===== config.mk =====
export PLATFORM = sky130hd
export DESIGN_NAME = pingpong_buf_4bits
export DESIGN_NICKNAME = d
export VERILOG_FILES = /design/src/rtl/pingpong_buf_4bits.sv
export SDC_FILE = /design/constraint.sdc
export NUM_CORES = 1
export LEC_CHECK = 0
export BUFFER_PORTS_ARGS = -buffer_cell sky130_fd_sc_hd__buf_4
export CAP_MARGIN = 10
export CORE_AREA = 2 2 39 41
export CTS_BUF_LIST = sky130_fd_sc_hd__clkbuf_16
export CTS_CLUSTER_SIZE = 10
export DETAILED_ROUTE_END_ITERATION = 12
export DIE_AREA = 0 0 41 43
export PLACE_DENSITY = 0.77
export REMOVE_ABC_BUFFERS = 1
export SYNTH_ARGS = -nofsm -noshare
export SYNTH_HDL_FRONTEND = slang
export SYNTH_SLANG_ARGS = --single-unit

===== constraint.sdc =====
create_clock -name clk -period 1.45 [get_ports clk]
set_clock_uncertainty 0.05 [all_clocks]
set_input_delay 0.0725 -clock clk [delete_from_list [all_inputs] [get_ports clk]]
set_output_delay 0.0725 -clock clk [all_outputs]
set_load 0.02 [all_outputs]

===== src/rtl/pingpong_buf_4bits.sv =====
// Two-entry 4-bit ping-pong buffer feeding a 2:1 mux, with valid/ready on both sides.
// Optional sticky overflow flag enabled by defining PINGPONG_OVF_EN.
module pingpong_buf_4bits #(
  parameter logic [3:0] RESET_DATA = 4'b0000
) (
  input  logic       clk,
  input  logic       reset_n,
  input  logic       in_valid,
  input  logic [3:0] in_data,
  output logic       in_ready,
  output logic       out_valid,
  output logic [3:0] out_data,
  input  logic       out_ready
`ifdef PINGPONG_OVF_EN
  ,
  output logic       ovf
`endif
);

  typedef enum logic [1:0] {
    EMPTY = 2'd0,
    HALF  = 2'd1,
    FULL  = 2'd2
  } occ_t;

  occ_t       state, state_next;
  logic       wr_ptr, rd_ptr;
  logic [3:0] reg0, reg1;
  logic       push, pop;

  // Handshake readiness depends on occupancy only, never on same-cycle inputs
  assign in_ready  = (state != FULL);
  assign out_valid = (state != EMPTY);
  assign push      = in_valid & in_ready;
  assign pop       = out_valid & out_ready;

  // Read pointer is the 2:1 mux select, so the oldest word is always presented
  assign out_data  = rd_ptr ? reg1 : reg0;

  always_ff @(posedge clk or negedge reset_n) begin
    if (!reset_n) begin
      state <= EMPTY;
    end else begin
      state <= state_next;
    end
  end

  always_comb begin
    state_next = state;
    case (state)
      EMPTY: if (push) state_next = HALF;
      HALF: begin
        if (push && !pop)      state_next = FULL;
        else if (pop && !push) state_next = EMPTY;
      end
      FULL:    if (pop) state_next = HALF;
      default: state_next = EMPTY;
    endcase
  end

  always_ff @(posedge clk or negedge reset_n) begin
    if (!reset_n) begin
      wr_ptr <= 1'b0;
      rd_ptr <= 1'b0;
      reg0   <= RESET_DATA;
      reg1   <= RESET_DATA;
    end else begin
      if (push) begin
        wr_ptr <= ~wr_ptr;
        if (wr_ptr) reg1 <= in_data;
        else        reg0 <= in_data;
      end
      // Popped slots keep their stale contents; only the pointer moves
      if (pop) rd_ptr <= ~rd_ptr;
    end
  end

`ifdef PINGPONG_OVF_EN
  always_ff @(posedge clk or negedge reset_n) begin
    if (!reset_n) begin
      ovf <= 1'b0;
    end else if (in_valid && !in_ready) begin
      ovf <= 1'b1;
    end
  end
`endif

endmodule

==> impl_results.md, run 1 <==
* P&R area growth vs syn at 35.5%
* Period minus WS final at 1340 ps
* Initial antenna violation count at 0
* Post-CTS sizing at 0
* Critical path startpoint category: register
* Synth warnings at 0
* Antenna diode count at 0
* Total core area at 1380 µm²
* Slowest CP cell: dfrtp_1
* Synth Register Bits at 12
* Max VDD drop at approximately 800 µV
* Layout fillers at 117
* Final Cycle Share at 0.927
* Status: completed
* Power per cell area at 2290 nW/µm²
* Starting DRC count in detailed routing at 0
* Initial core utilization at 0.410
* Commonest non-fill, non-tap cell in the layout: buf_4
* Sequential fraction of the synthesis area at 0.529
* Via Count at 356
* Worst Max-Slew Pin Slew at 228 ps
* Post-Route WL at between 900 and 1000 µm
* Commonest non-fill, non-tap cells in the layout: buf_4, dfrtp_1, mux2_2, mux2_4, clkbuf_16
* First-pass GRT wire length at 1550 µm
* F_max at 0.744 GHz
* DIE AREA at 1760 µm²
* CTS buffer count at 3
* Post-route ant nets at 0
* Req. time, crit path at 1520 ps
* Leak at 0.352 nW
* CP Class: register to register
* Worst path cell trace: nand2b_4, and3b_1, mux2_2
* Worst-path maximum fanout at 5
* WHS at 22.3 ps
* R2R cell count at 3
* Final setup fails at 0
* Root Buffer: clkbuf_16
* DR DRC count at 0
* Final nets at between 60 and 70
* Die width at 41 µm
* CTS tree: built
* # IOs at 14
* Via-to-Cell Ratio at 4.94
* CP Capture Type: register
* Std cell rows at 14
* Synthesized area at 568 µm²
* Total power draw at 1.76 mW
* Syn_area_per_cell at 14.6 µm²
* Min-delay worst type: primary input to register
* Relative max-transition margin at 0.848
* Largest net degree at the start of global routing at 13
* Clock Latency Late Sink at 240 ps
* Hold path depth at 2
* Placed cell count at 67
* Fraction of layout cells with a size suffix above 1 at 0.554
* Synth unique cells at 15
* Total grt overflow at 0
* Max-slew violations at 0
* Final hold viol count at 0
* Syn Inst Count at 39
* Die Ht at 43 µm
* Deepest clock path buffer count at 2
* MaxCap Viol Count at 0
* Setup TNS at 0 ps
* GRT Total Usage at 0.138
* CP Data Arrival Time at 1410 ps
* H-tree depth at 1
* Routability cong. at 0.706
* RSZ-0062 raised after global routing: no
* Sink Count at 12
* Routed len/inst at 13.2 µm
* First-pass DRT Iterations at 1
* Final Non-Filler Cells at 72
* Vias in the first global route at 382
* Port bufs at 13
* Max incr delay on CP at 440 ps
* CTS clk-pin slew, worst paths at 40 ps
[path summary, 6_finish.rpt]
path	start	endpoint	slack, ps
max	state[1]	reg0[3]	110
min	in_data[2]	reg1[2]	20
max reg2reg	state[1]	reg0[3]	110
min reg2reg	wr_ptr	wr_ptr	440
max in group asynchronous	reset_n	reg1[0]	1040
min in group asynchronous	reset_n	reg1[2]	160
[state kept, by name, indices dropped and copies added (netlist names)]
name and flops:
wr_ptr 1, reg1 4, reg0 4, rd_ptr 1, state 2
[layout make-up]
type | count | area (µm²) | area share
multi-input combinational | 26 | 256 | 0.333
timing repair buffer | 15 | 118 | 0.153
tap | 16 | 20.0 | 0.0260
sequential | 12 | 300 | 0.390
clock buffer | 3 | 75.1 | 0.0976
[layer usage]
metal  part of all wire  GRT usage
met3              0.079     0.0733
met4              0.025      0.100
met1               0.44      0.159
met5                  0          0
met2               0.45      0.184
[timing repair]
item	CTS	global route
hold buffers	2	0
setup buffers	0	0
endpoints found under the hold margin	13	0
[power by group]
group	switching [mW]	total, mW	internal (mW)
Clock	0.128	0.486	0.358
Sequential	0.107	0.597	0.489
Combinational	0.273	0.682	0.409
Total	0.509	1.76	1.26
[per-stage QoR]
step | setup slack [ps] | util | cell area, µm²
after floorplan | 153 | - | 557
after global placement | 146 | 0.487 | 674
after detailed placement | 103 | 0.487 | 674
after CTS | 94.9 | 0.556 | 769
after global routing | 54.9 | 0.556 | 769
final | 106 | 0.556 | 769
[cells in the mapped netlist, drive strengths merged]
cell type | instances | area (µm²)
dfrtp | 12 | 300
mux2 | 12 | 150
a21oi | 2 | 10.0
nand2 | 2 | 7.51
xnor2 | 2 | 17.5
and3 | 1 | 11.3
and3b | 1 | 8.76
buf | 1 | 11.3
mux2i | 1 | 10.0
nand2b | 1 | 13.8
nand3b | 1 | 7.51
nor3b | 1 | 7.51
o22ai | 1 | 6.26
or2 | 1 | 6.26
[cells by family after synthesis]
logic type | synth area share
simple gates | 0.110
buf+inv | 0.0198
xor+xnor | 0.0308
mux | 0.282
compound gates | 0.0286
flops | 0.529
[critical path, delay by kind of cell, from the launching register on]
| kind | cells | cell delay (ps) |
|---|---|---|
| muxes | 1 | 360 |
| and+or+nand+nor | 2 | 380 |
| DFF | 1 | 440 |
No activity file was read; power rests on OpenSTA's default activity.
==> inputs of run 2 (changes only) <==
==> constraint.sdc (replaced) <==
create_clock -name clk -period 1.3 [get_ports clk]
set_clock_uncertainty 0.05 [all_clocks]
set_input_delay 0.065 -clock clk [delete_from_list [all_inputs] [get_ports clk]]
set_output_delay 0.065 -clock clk [all_outputs]
set_load 0.02 [all_outputs]
==> run 2 against run 1 <==
Effect of this change:
- via count increased by 13%
- wire length increased by 12%
- hold slack got worse by 14 ps
- die area unchanged
- largest power group unchanged
- critical path depth decreased by 1
- cell count increased by 8.3%
- sequential share of layout area decreased by 3.7 points
==> impl_results.md, run 2 (synthesis gave the netlist of run 1 again) <==
* Status: completed
* # IOs at 14 (unchanged)
* Relative max-transition margin at 0.888 (+0.0404)
* Met1 Usage GRT at 0.152 (-0.00727)
* Post-route ant nets at 0 (unchanged)
* Final Non-Filler Cells at 78 (+8.3%)
* Fraction of layout cells with a size suffix above 1 at 0.613 (+0.0593)
* Initial core utilization at 0.410 (unchanged)
* CTS clk-pin slew, worst paths at 40 ps (about the same)
* Critical path startpoint category: register
* Reg power frac at 0.307 (-0.031)
* Share of power burned in the clock network at 0.258 (-0.017)
* Max VDD drop at 1190 µV (+48%)
* CP Capture Type: output pin
* Deepest clock path buffer count at 2 (unchanged)
* Commonest non-fill, non-tap cell in the layout: buf_4
* Final hold viol count at 0 (unchanged)
* GRT Total Usage at 0.161 (+0.0233)
* Final setup fails at 0 (unchanged)
* Via Count at 403 (+13%)
* Biggest regs: reg0 (4), reg1 (4), state (2)
* Die width at 41 µm (unchanged)
* CP Data Arrival Time at 1150 ps (-260 ps)
* NetSw at 0.630 mW (+24%)
* H-tree depth at 1 (unchanged)
* Internal at 1.58 mW (+26%)
* Clock Latency Late Sink at 240 ps (about the same)
* Sink Count at 12 (unchanged)
* First-pass GRT wire length at 1680 µm (+8.9%)
* MaxCap Viol Count at 0 (unchanged)
* Multi-input gate area at 275 µm² (+7.3%)
* Post-Route WL at 1070 µm (+12%)
* Max-slew violations at 0 (unchanged)
* Commonest non-fill, non-tap cells in the layout: buf_4, dfrtp_1, mux2_4, buf_6, mux2_2
* Comb pwr share at 0.435 (+0.048)
* Req. time, crit path at 1190 ps (-330 ps)
* Starting DRC count in detailed routing at 0 (unchanged)
* Largest net degree at the start of global routing at 13 (unchanged)
* Worst-path maximum fanout at 5 (unchanged)
* Layout fillers at 120 (+2.6%)
* Antenna diode count at 0 (unchanged)
* Final nets at 71 (+7.6%)
* Routed len/inst at 13.7 µm (+3.5%)
* Via-to-Cell Ratio at 5.17 (+4.5%)
* Std cell rows at 14 (unchanged)
* First-pass DRT Iterations at 1 (unchanged)
* Root Buffer: clkbuf_16
* RSZ-0062 raised after global routing: yes
* Hpwl dp at 723 µm
* Total power draw at 2.21 mW (+25%)
* Final Cycle Share at 0.974
* Period minus WS final at 1270 ps
* Routability cong. at 0.708 (+0.27%)
* P&R area growth vs syn at 50.2%
* Initial antenna violation count at 0 (unchanged)
* Grt met3 use at 0.0942 (+0.0209)
* Leak at 0.401 nW (+14%)
* Die Ht at 43 µm (unchanged)
* Min-delay worst type: primary input to register
* CTS tree: built
* CP Class: register to output pin
* GRT met2 Usage at 0.231 (+0.0469)
* Total grt overflow at 0 (unchanged)
* Register area at 302 µm² (+0.42%)
* Worst Max-Slew Pin Slew at 168 ps (-60.6 ps)
* Placed cell count at 69 (+3.0%)
* DR DRC count at 0 (unchanged)
* DIE AREA at 1760 µm² (unchanged)
* Port bufs at 13 (unchanged)
* Switching Fraction at 0.286 (-0.00267)
* Total core area at 1380 µm² (unchanged)
* CTS buffer count at 3 (unchanged)
* Power per cell area at 2590 nW/µm² (+13%)
* GR peak layer: met2
* F_max at just under 0.8 GHz
* Vias in the first global route at 417 (+9.2%)
-- run 2: area by class of cell --
type,instances,share of cell area
clock inverter,1,0.00440
sequential,12,0.353
multi-input combinational,26,0.323
clock buffer,3,0.0880
timing repair buffer,20,0.208
tap,16,0.0235
-- run 2: power groups by stage --
stage	combinational (mW)	clock, mW	sequential [mW]
after floorplan	0.542	0	0.634
after global placement	0.763	0	0.665
after detailed placement	0.778	0	0.673
after CTS	0.831	0.584	0.669
after global routing	1.02	0.607	0.705
final	0.960	0.569	0.678
-- run 2: critical path, cell delays in order (launching register included) --
cell     delay, ps
dfrtp_2        460
mux2_4         320
buf_6          130
-- run 2: through the flow --
step / hold WS, ps / cell area (µm²) / TNS [ps] / utilization / setup slack [ps]
2_1_floorplan: -281 / 557 / 0 / - / 3.31
4_1_cts: 6.65 / 815 / 0 / 0.589 / 1.24
3_3_place_gp: -140 / 689 / 0 / 0.498 / 52.0
3_5_place_dp: -140 / 689 / 0 / 0.498 / 17.8
6_report: 8.79 / 853 / 0 / 0.617 / 33.6
5_1_grt: 7.28 / 853 / -0.901 / 0.617 / -0.901
-- run 2: timing repair --
item                                    4_1_cts  5_1_grt
gates resized for setup                       4        9
pin swaps                                     0        1
endpoints found under the setup margin        5        9
hold endpoints to repair                     13        0
setup buffers                                 2        1
hold buffers                                  2        0
-- run 2: worst paths after layout --
| kind | startpoint | end | slack [ps] | cells after the start |
|---|---|---|---|---|
| hold reg to reg | wr_ptr | wr_ptr | 440 | 1 |
| max in group asynchronous | reset_n | rd_ptr | 870 | 2 |
| setup / recovery | rd_ptr | out_data[3] | 30 | 2 |
| min in group asynchronous | reset_n | reg1[3] | 160 | 2 |
| hold / removal | in_data[2] | reg1[2] | 9 | 2 |
| setup reg to reg | state[1] | reg0[0] | 60 | 3 |
-- run 2: metal layers --
layer / up-vias / share of wire
li1: 184 / -
met1: 202 / 0.40
met2: 13 / 0.49
met3: 4 / 0.070
met4: 0 / 0.038
met5: - / 0
==> inputs of run 3 (changes only) <==
--- a/config.mk
+++ b/config.mk
@@ -13,6 +13,7 @@
 export DETAILED_ROUTE_END_ITERATION = 12
 export DIE_AREA = 0 0 41 43
 export PLACE_DENSITY = 0.77
+export RECOVER_POWER = 50
 export REMOVE_ABC_BUFFERS = 1
 export SYNTH_ARGS = -nofsm -noshare
 export SYNTH_HDL_FRONTEND = slang
==> constraint.sdc (replaced) <==
create_clock -name clk -period 1.5 [get_ports clk]
set_clock_uncertainty 0.05 [all_clocks]
set_input_delay 0.075 -clock clk [delete_from_list [all_inputs] [get_ports clk]]
set_output_delay 0.075 -clock clk [all_outputs]
set_load 0.02 [all_outputs]
==> run 3 against run 2 <==
Effect of this change:
- combinational power shrank 32%
- flip-flop and latch count is the same
- count of clock-buffer cells in the layout is the same
- register-to-register slack gained 95 ps
- largest cell class unchanged
- largest power group unchanged
- via count shrank 11%
- cell count shrank 7.7%
- critical path type unchanged
==> impl_results.md, run 3 (synthesis gave the netlist of run 1 again) <==
* Max VDD drop at 780 µV (-35%)
* Internal at 1.21 mW (-23%)
* R2R cell count at 3 (unchanged)
* Sink Count at 12 (unchanged)
* Deepest clock path buffer count at 2 (unchanged)
* Setup TNS at 0 ps (unchanged)
* Leak at 0.345 nW (-14%)
* DR DRC count at 0 (unchanged)
* CP Class: register to output pin
* Total power draw at 1.70 mW (-23%)
* Fraction of layout cells with a size suffix above 1 at 0.518 (-0.0950)
* F_max at 0.744 GHz
* Root Buffer: clkbuf_16
* RSZ-0062 raised after global routing: no
* Initial antenna violation count at 0 (unchanged)
* WHS at 24.3 ps (+15.5 ps)
* Commonest non-fill, non-tap cell in the layout: dfrtp_1
* R2r endpoint: reg0[3]
* Die width at 41 µm (unchanged)
* Hold Path End: reg1[2]
* CP Data Arrival Time at 1220 ps (+70 ps)
* Period minus WS final at between 1000 and 1500 ps
* Post-Route WL at 952 µm (-11%)
* Routed len/inst at 13.2 µm (-3.3%)
* Cell area after layout at 762 µm² (-11%)
* Total grt overflow at 0 (unchanged)
* Vias in the first global route at 382 (-8.4%)
* Via Count at 358 (-11%)
* Layout fillers at 119 (-0.83%)
* GRT Total Usage at 0.138 (-0.0233)
* Final nets at 66 (-7.0%)
* Routability cong. at 0.706 (-0.27%)
* Power per cell area at 2240 nW/µm² (-14%)
* Relative max-transition margin at 0.556 (-0.332)
* Max incr delay on CP at 460 ps (about the same)
* CP Capture Type: output pin
* Comb pwr share at 0.386 (-0.049)
* Largest net degree at the start of global routing at 13 (unchanged)
* Switching Fraction at 0.289 (+0.00368)
* Initial core utilization at 0.410 (unchanged)
* Worst-path maximum fanout at 5 (unchanged)
* Via-to-Cell Ratio at 4.97 (-3.8%)
* Min-delay worst type: primary input to register
* Dpl cell area at 674 µm² (-2.2%)
* Post-route ant nets at 0 (unchanged)
* Port bufs at 13 (unchanged)
* First-pass DRT Iterations at 1 (unchanged)
* Biggest regs: reg0 (4), reg1 (4), state (2)
* Worst Max-Slew Pin Slew at 665 ps (+498 ps)
* Final Cycle Share at 0.897
* Final worst setup slack at 155 ps (+121 ps)
* NetSw at 0.493 mW (-22%)
* Util after Layout at 0.551 (-0.0660)
* Die Ht at 43 µm (unchanged)
* HP Start: in_data[2]
* Reg2Reg Launch Point: state[1]
* Post-CTS sizing at 0 (-4)
* Std cell rows at 14 (unchanged)
* Reg power frac at 0.339 (+0.032)
* Crit path launch: rd_ptr
* Dpl ws at 153 ps (+136 ps)
* Commonest non-fill, non-tap cells in the layout: dfrtp_1, buf_4, mux2_2, mux2_4, clkbuf_16
* Final Non-Filler Cells at 72 (-7.7%)
* DIE AREA at 1760 µm² (unchanged)
* Req. time, crit path at 1370 ps (+180 ps)
* Antenna diode count at 0 (unchanged)
* # IOs at 14 (unchanged)
* Placed cell count at 67 (-2.9%)
* Worst path cell trace: mux2_2, buf_4
* H-tree depth at 1 (unchanged)
* Final setup fails at 0 (unchanged)
* FF-to-FF setup slack at 160 ps (+100 ps)
* Slowest CP cell: dfrtp_1
* CTS clk-pin slew, worst paths at 40 ps (about the same)
* Starting DRC count in detailed routing at 0 (unchanged)
* CTS tree: built
* Clock Latency Late Sink at 240 ps (about the same)
* Hold path depth at 2 (unchanged)
* P&R area growth vs syn at 34.1%
* CTS buffer count at 3 (unchanged)
* Share of power burned in the clock network at 0.276 (+0.018)
* MaxCap Viol Count at 0 (unchanged)
* First-pass GRT wire length at 1550 µm (-8.2%)
* Max-slew violations at 0 (unchanged)
* Total core area at 1380 µm² (unchanged)
* Critical path startpoint category: register
* Postcts setup bufs at 0 (-2)
* Status: completed
* Final hold viol count at 0 (unchanged)
## run 3: cell types whose count changed in the layout (fill, tap and decap cells not counted), sizes merged
| cell | change |
|---|---|
| clkinv | -1 |
| clkbuf | +2 |
| buf | -7 |
## run 3: repair_timing
action                                 4_1_cts  5_1_grt
setup endpoints to repair                    0        0
hold buffers                                 2        0
endpoints found under the hold margin       13        0
## run 3: power by group through the flow
stage / Combinational [mW] / Sequential (mW) / Clock (mW)
2_1_floorplan: 0.470 / 0.550 / 0
4_1_cts: 0.669 / 0.580 / 0.482
5_1_grt: 0.704 / 0.597 / 0.498
6_report: 0.657 / 0.577 / 0.470
3_3_place_gp: 0.647 / 0.582 / 0
3_5_place_dp: 0.657 / 0.581 / 0
## run 3: final cells by class
cell class	count	area (µm²)	share of cell area
tap	16	20.0	0.0263
sequential	12	300	0.394
timing repair buffer	15	110	0.144
multi-input combinational	26	256	0.337
clock buffer	3	75.1	0.0985
## run 3: worst max-delay path, delay by kind of cell (launching register included)
family	cells	cell delay [ps]
flops	1	460
buf+inv	1	160
mux	1	370
## run 3: worst max path at each step
stage | to | slack, ps
6_report | out_data[2] | 160
5_1_grt | reg0[1] | 110
4_1_cts | out_data[2] | 140
3_5_place_dp | reg0[1] | 150
3_3_place_gp | reg0[2] | 200
2_1_floorplan | reg0[0] | 200
## run 3: metal layers
layer | track usage | share of wire | routed length [µm]
met2 | 0.184 | 0.44 | 421
met1 | 0.159 | 0.45 | 427
met5 | 0 | 0 | 0
met3 | 0.0733 | 0.083 | 79
met4 | 0.100 | 0.025 | 24
